$ cat config.mk
export PLATFORM = sky130hd
export DESIGN_NAME = inst_fetch
export DESIGN_NICKNAME = d
export VERILOG_FILES = /design/src/rtl/inst_fetch_pkg.sv /design/src/rtl/inst_fetch_predict.sv /design/src/rtl/inst_fetch.sv
export SDC_FILE = /design/constraint.sdc
export NUM_CORES = 1
export LEC_CHECK = 0
export ABC_AREA = 1
export BUFFER_PORTS_ARGS = -buffer_cell sky130_fd_sc_hd__buf_2
export CAP_MARGIN = 0
export CORE_ASPECT_RATIO = 1.2
export CORE_MARGIN = 4
export CORE_UTILIZATION = 30
export CTS_CLUSTER_DIAMETER = 100
export CTS_CLUSTER_SIZE = 14
export DETAILED_ROUTE_END_ITERATION = 6
export GPL_ROUTABILITY_DRIVEN = 1
export HOLD_SLACK_MARGIN = 0.06
export PLACE_DENSITY = 0.48
export SLEW_MARGIN = 20
export SYNTH_ARGS = -nofsm -noshare
export SYNTH_HDL_FRONTEND = slang
export SYNTH_SLANG_ARGS = --single-unit
$ cat constraint.sdc
create_clock -name clk -period 5.5 [get_ports clk]
set_input_delay 1.375 -clock clk [delete_from_list [all_inputs] [get_ports clk]]
set_output_delay 1.375 -clock clk [all_outputs]
set_load 0.02 [all_outputs]
$ cat src/rtl/inst_fetch_pkg.sv
// Shared constants and FSM encoding for the instruction fetch stage.
package inst_fetch_pkg;

    localparam logic        RST_ENABLE = 1'b1;
    localparam logic [31:0] ZERO_WORD  = 32'h0000_0000;
    localparam int          INST_ADDR_W = 32;
    localparam int          INST_W      = 32;

    localparam logic [6:0]  OP_JAL    = 7'b1101111;
    localparam logic [6:0]  OP_BRANCH = 7'b1100011;

    typedef enum logic [1:0] {
        IF_IDLE  = 2'd0,
        IF_FETCH = 2'd1,
        IF_WAIT  = 2'd2
    } if_state_e;

endpackage

$ cat src/rtl/inst_fetch_predict.sv
// Static next-PC predictor: JAL and backward branches taken, everything else pc+4.
module fetch_predict
    import inst_fetch_pkg::*;
(
    input  logic [INST_W-1:0]      word_i,
    input  logic [INST_ADDR_W-1:0] pc_i,
    output logic                   pred_taken_o,
    output logic [INST_ADDR_W-1:0] pred_next_pc_o
);

    logic [31:0] jal_off;
    logic [31:0] br_off;

    assign jal_off = {{11{word_i[31]}}, word_i[31], word_i[19:12], word_i[20],
                      word_i[30:21], 1'b0};
    assign br_off  = {{19{word_i[31]}}, word_i[31], word_i[7], word_i[30:25],
                      word_i[11:8], 1'b0};

    always_comb begin
        pred_taken_o   = 1'b0;
        pred_next_pc_o = pc_i + 32'd4;
        if (word_i[6:0] == OP_JAL) begin
            pred_taken_o   = 1'b1;
            pred_next_pc_o = pc_i + jal_off;
        end else if (word_i[6:0] == OP_BRANCH && word_i[31]) begin
            pred_taken_o   = 1'b1;
            pred_next_pc_o = pc_i + br_off;
        end
    end

endmodule

$ cat src/rtl/inst_fetch.sv
// Fetch stage: four pipelined byte reads per instruction, little-endian assembly,
// static prediction, stall hold and EX redirect.
module inst_fetch
    import inst_fetch_pkg::*;
#(
    parameter logic [31:0] RESET_PC = 32'h0,
    parameter int          ADDR_W   = 32
) (
    input  logic              clk,
    input  logic              rst,
    input  logic              stall_i,
    input  logic              flush_i,
    input  logic [31:0]       flush_target_i,
    output logic              mem_req_o,
    output logic [ADDR_W-1:0] mem_addr_o,
    input  logic              mem_gnt_i,
    input  logic [7:0]        mem_din_i,
    output logic [31:0]       pc_o,
    output logic [31:0]       inst_o,
    output logic              inst_valid_o,
    output logic              jmp_status_o
);

    if_state_e   state_q;
    logic [31:0] fpc_q;
    logic [2:0]  iss_q;
    logic [2:0]  rcv_q;
    logic        pend_q;
    logic        drop_q;
    logic [7:0]  buf_q [3];
    logic [31:0] pc_q;
    logic [31:0] inst_q;
    logic        valid_q;
    logic        jmp_q;

    logic        req;
    logic        grant;
    logic        byte_ok;
    logic [31:0] addr_sum;
    logic [31:0] word_d;
    logic        pred_taken;
    logic [31:0] pred_next_pc;

    assign req      = (state_q == IF_FETCH) && !iss_q[2];
    assign grant    = req && mem_gnt_i;
    // A byte is only ours if it answers a grant made outside a flush cycle.
    assign byte_ok  = pend_q && !drop_q && (state_q == IF_FETCH);
    assign addr_sum = fpc_q + {29'd0, iss_q};
    assign word_d   = {mem_din_i, buf_q[2], buf_q[1], buf_q[0]};

    assign mem_req_o    = req;
    assign mem_addr_o   = req ? addr_sum[ADDR_W-1:0] : '0;
    assign pc_o         = pc_q;
    assign inst_o       = inst_q;
    assign inst_valid_o = valid_q;
    assign jmp_status_o = jmp_q;

    fetch_predict u_predict (
        .word_i         (word_d),
        .pc_i           (fpc_q),
        .pred_taken_o   (pred_taken),
        .pred_next_pc_o (pred_next_pc)
    );

    for (genvar gi = 0; gi < 3; gi++) begin : g_buf
        always_ff @(posedge clk) begin
            if (rst == RST_ENABLE) begin
                buf_q[gi] <= 8'h00;
            end else if (!flush_i && byte_ok && rcv_q == 3'(gi)) begin
                buf_q[gi] <= mem_din_i;
            end
        end
    end

    always_ff @(posedge clk) begin
        if (rst == RST_ENABLE) begin
            state_q <= IF_IDLE;
            fpc_q   <= RESET_PC;
            iss_q   <= 3'd0;
            rcv_q   <= 3'd0;
            pend_q  <= 1'b0;
            drop_q  <= 1'b0;
            pc_q    <= ZERO_WORD;
            inst_q  <= ZERO_WORD;
            valid_q <= 1'b0;
            jmp_q   <= 1'b0;
        end else if (flush_i) begin
            state_q <= IF_FETCH;
            fpc_q   <= flush_target_i;
            iss_q   <= 3'd0;
            rcv_q   <= 3'd0;
            pend_q  <= 1'b0;
            drop_q  <= grant;
            valid_q <= 1'b0;
            jmp_q   <= 1'b0;
        end else begin
            pend_q <= grant;
            drop_q <= 1'b0;
            case (state_q)
                IF_IDLE: state_q <= IF_FETCH;
                IF_FETCH: begin
                    if (grant) iss_q <= iss_q + 3'd1;
                    if (byte_ok) begin
                        rcv_q <= rcv_q + 3'd1;
                        if (rcv_q == 3'd3) begin
                            pc_q    <= fpc_q;
                            inst_q  <= word_d;
                            valid_q <= 1'b1;
                            jmp_q   <= pred_taken;
                            fpc_q   <= pred_next_pc;
                            state_q <= IF_WAIT;
                        end
                    end
                end
                IF_WAIT: begin
                    if (!stall_i) begin
                        valid_q <= 1'b0;
                        iss_q   <= 3'd0;
                        rcv_q   <= 3'd0;
                        state_q <= IF_FETCH;
                    end
                end
                default: state_q <= IF_IDLE;
            endcase
        end
    end

endmodule
==> summary.txt, run 1 <==
Logic synthesis
  – Fraction of registers with async set/reset: 0
  – Largest family of logic cells by synthesized area: simple AND/OR/NAND/NOR gates
  – Post-Synthesis Cells: 1719
  – Top cell type's share of synthesized area: 0.2032
  – Seq/Total Area, Yosys: 0.2709
  – Mux contribution to synthesized area: 0
  – Mapped cell area: 10640 um2
  – Post-synthesis compound-gate area fraction: 0.1770
  – Synth Register Bits: 132
  – Mean post-synth cell area: 6.190 um2
  – Top FF cell, synth: dfxtp_1
  – Cell taking the most area after synthesis: dfxtp_1
  – Number of synthesized flops with an enable pin: 24
  – Synthesis Warnings: 0
  – Xor/xnor share of the synthesized area: 0.02799
  – Synth area leaders: dfxtp_1, nand2_1, nor2_1, a21oi_1, edfxtp_1
  – Synth cell types: 49
  – Simple-gate area share of the yosys netlist: 0.3576
  – Adder-cell share of the synthesized area: 0.06797
  – Syn Nets: 1820

Pwr
  – Switching Share: 0.3390
  – Clock power share: 0.417
  – PwrDens: 219.7 nW/um2
  – Final Power: 2.702 mW
  – Maximum VDD drop: 161.2 uV
  – Combinational power share: 0.193
  – Sequential share of power: 0.391
  – Leak: 5.965 nW
  – Pint: 1.786 mW
  – Psw: 0.9158 mW

Worst setup path
  – R2R setup slack: 2370 ps
  – CP endpoint kind: primary output
  – CP Launch Type: flip-flop
  – CP required: 4120 ps
  – Largest fanout on the critical path: 8
  – Critical path class: flip-flop to primary output
  – CP arrival: 2870 ps

STA
  – Crit path time final: 4244 ps
  – Final period utilization: 0.7717
  – Setup ws final: 1256 ps
  – RSZ-0062 raised after global routing: no
  – Max Freq: 235.6 MHz
  – Setup Viol. Count Final: 0
  – Hold Fails Final Rpt: 0
  – Setup Skew: 8.380 ps
  – Pins Over Slew Limit: 0
  – Setup TNS: 0 ps
  – Hold WS: 470.6 ps
  – Slew @ Worst Pin: 1031 ps
  – Worst slew margin: 0.3116

Routing
  – Antenna-violating nets left: 0
  – Vias per std cell: 5.038
  – DRT Pass-1 Iters: 5
  – Final WL: 45320 um
  – DR vias: 11610
  – Drt initial violations: 784
  – DR WL/cell: 19.67 um
  – DRC Markers: 0

Clocking
  – CTS Hold Bufs: 0
  – Num CTS Buffers: 17
  – Post_cts resized: 0
  – Longest Clk Path Bufs: 2
  – Clock Latency Late Sink: 450 ps
  – Root Driver: clkbuf_16
  – H-tree depth: 4
  – Clock sink count: 132
  – Clock-pin slew on the worst setup and hold paths: 60 ps
  – TritonCTS clock tree: built
  – Postcts setup bufs: 0

Placement
  – Cell Count Post-Placement: 2272
  – Post-Place Setup Slack: 1550 ps
  – Port Buffers: 143
  – Post-DP HPWL: 36080 um
  – Routability cong.: 0.9315

Finish
  – Area Growth Syn to Fin: 15.55%
  – Finished Layout Cells: 2304
  – Layout cells sized above 1: 0.1450
  – N_diodes: 0
  – Post-layout nets: 1930
  – Most common cell after layout, fill and taps aside: nand2_1
  – Commonest cells after routing, fill and taps aside: nand2_1, nor2_1, inv_1, a21oi_1, buf_2
  – Fill cell count: 3935

Global routing
  – First-pass GRT wire length: 69010 um
  – Grt ovf: 0
  – Initial antenna violation count: 1
  – Vias in the first global route: 11530
  – Pin count of the biggest net entering global routing: 103
  – Gr usage total: 0.2311

Floorplan
  – Die Outline Area: 38560 um2
  – Total I/O pin count: 144
  – Core footprint: 35000 um2
  – Die Span Y: 214.3 um
  – Initial Util: 0.3040
  – Row count: 75
  – Die extent in x: 179.9 um

Status
  – Status: finished clean

Hold path
  – Hold/Removal Path Class: flip-flop to flip-flop

Flow run
  – Number of max-cap violations: 0
==> final timing paths <==
| path | end | startpoint | cells past startpoint |
|---|---|---|---|
| worst min register to register | rcv_q[2]$_SDFFE_PP0P_ | rcv_q[2]$_SDFFE_PP0P_ | 2 |
| worst max-delay path | mem_addr_o[27] | fpc_q[13]$_SDFFE_PP0P_ | 8 |
| worst max register to register | fpc_q[20]$_SDFFE_PP0P_ | fpc_q[15]$_SDFFE_PP0P_ | 15 |
| worst min-delay path | rcv_q[2]$_SDFFE_PP0P_ | rcv_q[2]$_SDFFE_PP0P_ | 2 |
==> cells by family (layout without fill, tap and decap cells) <==
kind of cell | count (synthesis) | count (layout)
adder cells (fa/ha/maj) | 56 | 56
buffers and inverters | 268 | 391
XOR/XNOR | 34 | 34
AND/OR/NAND/NOR | 876 | 876
flip-flops | 132 | 132
AO/OA/AOI/OAI | 353 | 353
==> registers in the layout, indices dropped and copies added, names as in the netlist <==
| signal | flops |
|---|---|
| pend_q | 1 |
| iss_q | 3 |
| inst_valid_o | 1 |
| drop_q | 1 |
| jmp_status_o | 1 |
| pc_o | 32 |
| fpc_q | 32 |
| inst_o | 32 |
| buf_q | 24 |
| state_q | 2 |
| rcv_q | 3 |
==> Yosys cell counts (2+ instances only) <==
library cell  count
buf_1             2
nand3_2           2
nor4_1            3
nor2_1          256
clkbuf_1         31
nand3b_1          7
ha_1             53
or2_2             3
o22ai_1           2
fa_1              3
o21bai_1          8
inv_1           179
o21ai_0         115
nand2_2           8
nand3_1         113
a211oi_1          4
inv_2            26
xnor2_1           4
o221ai_1          3
a21oi_2           5
o211ai_1          6
a21o_1            5
nor4_2            2
edfxtp_1         24
nor2_4            8
nor2_2           13
a21oi_1         165
nor3_1           16
or2_1             2
nand2_4           3
a31oi_1           3
nand4_1          20
o21a_1            4
dfxtp_1         108
nand2_1         408
o21ai_1          30
xor2_1           30
clkinv_1          2
buf_2            25
nor3_2            7
buf_4             3
==> metrics by stage <==
step / area [um2] / util
3_3_place_gp: 11740 / 0.3353
4_1_cts: 12290 / 0.3512
2_1_floorplan: 10640 / -
3_5_place_dp: 11740 / 0.3353
5_1_grt: 12290 / 0.3512
6_report: 12290 / 0.3512
==> critical path, cell delays in order (launching register included) <==
cell and delay (ps):
dfxtp_1 730, nand2_1 190, nor2_2 250, nand2_1 190, nor3b_2 390, nand4_1 160, xor2_1 180, nor2_1 150
buf_2 190
==> power by group through the flow <==
stage                     sequential, mW  combinational (mW)  clock (mW)
after CTS                           1.06               0.521        1.15
after global routing                1.06               0.581        1.18
after floorplan                     1.05               0.351           0
after global placement              1.08               0.520           0
final                               1.06               0.520        1.13
after detailed placement            1.08               0.519           0
==> per-layer routing <==
layer  vias to the layer above  wire (um)  track usage
met5                         -         11            0
met4                         2       1965       0.1009
met3                        79       1891      0.03614
met2                       300      21650       0.3941
met1                      5398      19800       0.2889
li1                       5829          -            -
==> cell type report <==
| type | count | area (um2) | area share |
|---|---|---|---|
| Inverter | 207 | 778.2 | 0.06330 |
| Sequential cell | 132 | 2883 | 0.2345 |
| Timing Repair Buffer | 152 | 783.3 | 0.06371 |
| Tap cell | 462 | 578.1 | 0.04702 |
| Clock inverter | 14 | 126.4 | 0.01028 |
| Clock buffer | 18 | 429.2 | 0.03491 |
| Multi-Input combinational cell | 1319 | 6716 | 0.5463 |
(Power assumes the default switching activity.)
==> run 2, diff against run 1 <==
Settings changed: PLACE_DENSITY 0.48 to 0.5.
Clock period 5.5 ns to 3.9 ns, I/O delays scaled along.
==> summary.txt, run 2 (synthesis results as in run 1) <==
Routing
  – Drt initial violations: 914
  – DRC Markers: 0
  – Antenna-violating nets left: 0
  – DR WL/cell: 19.47 um
  – Vias per std cell: 5.087
  – Final WL: 45190 um
  – DRT Pass-1 Iters: 5
  – DR vias: 11810

Hold path
  – Hold path depth: 1
  – Hold/Removal Path Class: flip-flop to flip-flop
  – Hold endpoint: iss_q[0]$_SDFFE_PP0P_
  – Min-delay src: iss_q[0]$_SDFFE_PP0P_

Global routing
  – Grt ovf: 0
  – Top Usage Layer GRT: met2
  – Gr usage total: 0.2277
  – M3 GR Usage: 0.04259
  – Pin count of the biggest net entering global routing: 103
  – Met2 Track Usage GR: 0.4026
  – Initial antenna violation count: 0
  – Vias in the first global route: 11460
  – GR Layer Usage met1: 0.2756
  – First-pass GRT wire length: 67810 um

Finish
  – Most common cell after layout, fill and taps aside: nand2_1
  – Layout Utilization: 0.3593
  – N_diodes: 0
  – Commonest cells after routing, fill and taps aside: nand2_1, nor2_1, inv_1, a21oi_1, buf_2
  – Finished Layout Cells: 2321
  – Post-layout nets: 1948
  – Area Growth Syn to Fin: 18.19%
  – Post-route cell area: 12580 um2
  – Layout cells sized above 1: 0.1571

Floorplan
  – Die extent in x: 179.9 um
  – Row count: 75
  – Core footprint: 35000 um2
  – Die Outline Area: 38560 um2
  – Total I/O pin count: 144
  – Initial Util: 0.3040
  – Die Span Y: 214.3 um

Placement
  – Port Buffers: 143
  – Cell Count Post-Placement: 2289
  – Placed inst area: 11880 um2
  – Routability cong.: 0.9557
  – Post-DP HPWL: 36260 um

Clocking
  – Clock Latency Late Sink: 450 ps
  – TritonCTS clock tree: built
  – CTS Hold Bufs: 0
  – H-tree depth: 4
  – Root Driver: clkbuf_16
  – Clock-pin slew on the worst setup and hold paths: 60 ps
  – Longest Clk Path Bufs: 2
  – Clock sink count: 132
  – Num CTS Buffers: 17

Flow run
  – Number of max-cap violations: 0

STA
  – Final period utilization: 0.9621
  – Worst slew margin: 0.3557
  – Hold WS: 459.7 ps
  – Max Freq: 266.5 MHz
  – Setup Skew: 12.76 ps
  – Hold Fails Final Rpt: 0
  – Setup Viol. Count Final: 0
  – Slew @ Worst Pin: 966.4 ps
  – RSZ-0062 raised after global routing: yes
  – Crit path time final: 3752 ps
  – Pins Over Slew Limit: 0

Pwr
  – Leak: 6.109 nW
  – PwrDens: 324.7 nW/um2
  – Final Power: 4.083 mW
  – Maximum VDD drop: 243.4 uV

Worst setup path
  – Largest fanout on the critical path: 5
  – Critical path class: flip-flop to primary output
  – CP endpoint kind: primary output
  – CP arrival: 2780 ps
  – CP required: 2920 ps
  – Reg-to-reg startpoint: fpc_q[14]$_SDFFE_PP0P_
  – R2R setup slack: 860 ps
  – Worst reg2reg path depth: 15
  – CP Launch Type: flip-flop
  – Worst reg2reg path endpoint: fpc_q[20]$_SDFFE_PP0P_

Status
  – Status: finished clean
## run 2: changes by cell type in the layout (fill, tap and decap cells not counted), sizes merged
cell,previous run,this run
bufinv,1,4
clkbuf,18,21
clkinv,7,6
inv,210,207
buf,152,170
clkinvlp,3,0
## run 2: metal layers
| layer | part of all wire | vias up |
|---|---|---|
| li1 | - | 5870 |
| met1 | 0.42 | 5510 |
| met2 | 0.49 | 360 |
| met3 | 0.049 | 67 |
| met4 | 0.037 | 0 |
| met5 | 0 | - |
## run 2: cell type report
type | instances | area (um2)
fillers | 3933 | 22430
multi-input cells | 1319 | 6740
flip-flops and latches | 132 | 2887
repair buffers | 170 | 933.4
inverters | 207 | 777.0
well taps | 462 | 578.1
clock buffers | 21 | 493.0
clock inverters | 10 | 167.7
## run 2: critical path, stage by stage, from the launching register on
cell and delay (ps):
dfxtp_1 360, ha_2 210, fa_2 210, nand2_1 70
a21oi_2 180, inv_2 60, nor2_4 140, inv_2 60
nor2_4 90, inv_2 50, nor2_4 120, nand2_4 80
nor2_4 110, nand2_2 80, nor2_2 120, o21ai_1 80
a21oi_2 140, buf_4 160
## run 2: timing repair
item	4_1_cts	5_1_grt
endpoints found under the setup margin	0	7
gates resized for setup	0	9
setup buffers	0	1
## run 2: worst max-delay path by stage
stage / start / to / slack, ps / cells past startpoint
floorplan: iss_q[0]$_SDFFE_PP0P_ / mem_addr_o[28] / 810 / 16
global placement: mem_din_i[7] / fpc_q[17]$_SDFFE_PP0P_ / 410 / 12
detailed placement: mem_din_i[7] / fpc_q[30]$_SDFFE_PP0P_ / 390 / 13
CTS: fpc_q[2]$_SDFFE_PP0P_ / mem_addr_o[28] / 30 / 16
global route: fpc_q[0]$_SDFFE_PP0P_ / mem_addr_o[28] / -60 / 17
finish: fpc_q[0]$_SDFFE_PP0P_ / mem_addr_o[28] / 150 / 17
## run 2: per-stage QoR
step | setup TNS [ps] | setup slack, ps
floorplan | 0 | 808.0
global placement | 0 | 407.0
detailed placement | 0 | 393.4
CTS | 0 | 25.84
global route | -59.62 | -59.62
finish | 0 | 147.8
## run 2: power breakdown
| group | internal (mW) | switching [mW] |
|---|---|---|
| Combinational | 0.233 | 0.534 |
| Sequential | 1.42 | 0.0539 |
| Clock | 1.16 | 0.681 |
| Total | 2.81 | 1.27 |
==> run 3, diff against run 2 <==
Settings changed: CORE_UTILIZATION 30 to 50, PLACE_DENSITY 0.5 to 0.72.
Clock period 3.9 ns to 4.25 ns, I/O delays scaled along.
==> summary.txt, run 3 (synthesis results as in run 1) <==
Status
  – Status: finished clean

Floorplan
  – Die Span Y: 167.8 um
  – Core footprint: 20970 um2
  – Total I/O pin count: 144
  – Row count: 58
  – Initial Util: 0.5073
  – Die Outline Area: 23690 um2
  – Die extent in x: 141.2 um

Clocking
  – Clock sink count: 132
  – Postcts setup bufs: 0
  – Num CTS Buffers: 17
  – Longest Clk Path Bufs: 2
  – TritonCTS clock tree: built
  – Post_cts resized: 0
  – H-tree depth: 4
  – Clock-pin slew on the worst setup and hold paths: 70 ps
  – CTS Hold Bufs: 0
  – Clock Latency Late Sink: 440 ps
  – Root Driver: clkbuf_16

Pwr
  – Combinational power share: 0.188
  – Pint: 2.345 mW
  – PwrDens: 294.6 nW/um2
  – Clock power share: 0.434
  – Sequential share of power: 0.378
  – Switching Share: 0.3462
  – Psw: 1.242 mW
  – Leak: 6.049 nW
  – Maximum VDD drop: 261.6 uV

Worst setup path
  – Delay of the slowest critical-path stage: 700 ps
  – Critical path class: flip-flop to primary output
  – CP endpoint kind: primary output
  – CP required: 3190 ps
  – Cell Chain, Critical Path: nand2_1 -> nor2_1 -> nand2_1 -> nor3b_2 -> nand4_1 -> xor2_1 -> nor2_1 -> buf_2
  – Largest fanout on the critical path: 8
  – Crit-path slowest cell: dfxtp_1
  – CP arrival: 2860 ps
  – CP Launch Type: flip-flop

STA
  – Slew @ Worst Pin: 866.8 ps
  – Crit path time final: 3927 ps
  – RSZ-0062 raised after global routing: no
  – Pins Over Slew Limit: 0
  – Worst slew margin: 0.4221
  – Setup Skew: 22.06 ps
  – Max Freq: 254.7 MHz
  – Setup TNS: 0 ps
  – Final period utilization: 0.9239
  – Setup Viol. Count Final: 0
  – Hold Fails Final Rpt: 0

Finish
  – Finished Layout Cells: 2125
  – Most common cell after layout, fill and taps aside: nand2_1
  – Commonest cells after routing, fill and taps aside: nand2_1, nor2_1, inv_1, a21oi_1, buf_2
  – Post-layout nets: 1943
  – N_diodes: 0
  – Layout cells sized above 1: 0.1509
  – Area Growth Syn to Fin: 14.45%

Routing
  – Final WL: 41280 um
  – DR WL/cell: 19.42 um
  – Vias per std cell: 5.659
  – DRC Markers: 0
  – Drt initial violations: 1220
  – Antenna-violating nets left: 0
  – DR vias: 12030
  – DRT Pass-1 Iters: 6

Global routing
  – M3 GR Usage: 0.04858
  – Vias in the first global route: 11290
  – GR Layer Usage met1: 0.4345
  – Top Usage Layer GRT: met2
  – Pin count of the biggest net entering global routing: 100
  – Met2 Track Usage GR: 0.5650
  – First-pass GRT wire length: 63470 um
  – Initial antenna violation count: 1
  – Grt ovf: 0
  – Gr usage total: 0.3454

Hold path
  – Hold/Removal Path Class: flip-flop to flip-flop

Placement
  – Cell Count Post-Placement: 2093
  – Port Buffers: 143
  – Post-DP HPWL: 32360 um
  – Routability cong.: 1.058

Flow run
  – Number of max-cap violations: 0
[run 3: cell count changes in the layout (fill, tap and decap cells not counted), moves of 2 or more]
cell	change
bufinv_16	-3
dfxtp_2	-3
inv_6	+3
ha_1	+2
dfxtp_1	+3
clkbuf_16	-2
inv_4	+2
clkinv_4	-2
buf_4	-5
inv_8	+5
[run 3: path summary, 6_finish.rpt]
check	start	to	slack (ps)	depth (start not counted)
setup / recovery	fpc_q[17]$_SDFFE_PP0P_	mem_addr_o[27]	320	8
hold / removal	rcv_q[2]$_SDFFE_PP0P_	rcv_q[2]$_SDFFE_PP0P_	470	2
setup reg to reg	fpc_q[15]$_SDFFE_PP0P_	fpc_q[20]$_SDFFE_PP0P_	1300	15
hold reg to reg	rcv_q[2]$_SDFFE_PP0P_	rcv_q[2]$_SDFFE_PP0P_	470	2
[run 3: per-stage QoR]
| step | setup WS (ps) | power (mW) | utilization | instance area, um2 | hold WS (ps) |
|---|---|---|---|---|---|
| 6_report | 323.3 | 3.587 | 0.5807 | 12180 | 470.5 |
| 3_5_place_dp | 866.7 | 2.043 | 0.5529 | 11590 | 460.2 |
| 2_1_floorplan | 1071 | 1.809 | - | 10640 | 443.7 |
| 4_1_cts | 407.2 | 3.574 | 0.5807 | 12180 | 469.4 |
| 5_1_grt | 149.5 | 3.718 | 0.5807 | 12180 | 501.3 |
| 3_3_place_gp | 871.7 | 2.041 | 0.5529 | 11590 | 452.6 |
[run 3: layout make-up]
class	count	area (um2)
Inverter	207	777.0
Clock inverter	15	157.7
Clock buffer	17	425.4
Multi-Input combinational cell	1319	6716
Timing Repair Buffer	165	880.8
Sequential cell	132	2883
Fill cell	2127	8795
Tap cell	270	337.8
[run 3: worst max-delay path: cells and delay by family, from the launching register on]
kind	cells	cell delay (ps)
simple gates	6	1370
flops	1	700
buf+inv	1	200
xor+xnor	1	170
[run 3: layer usage]
layer,share of wire,vias up
li1,-,5846
met1,0.40,5519
met2,0.47,544
met3,0.073,114
met4,0.063,2
met5,0.00036,-
[run 3: power by group through the flow]
stage	clock [mW]	sequential [mW]	combinational, mW
final	1.56	1.36	0.676
after global routing	1.62	1.36	0.746
after CTS	1.55	1.35	0.666
after detailed placement	0	1.38	0.660
after global placement	0	1.38	0.658
after floorplan	0	1.35	0.455
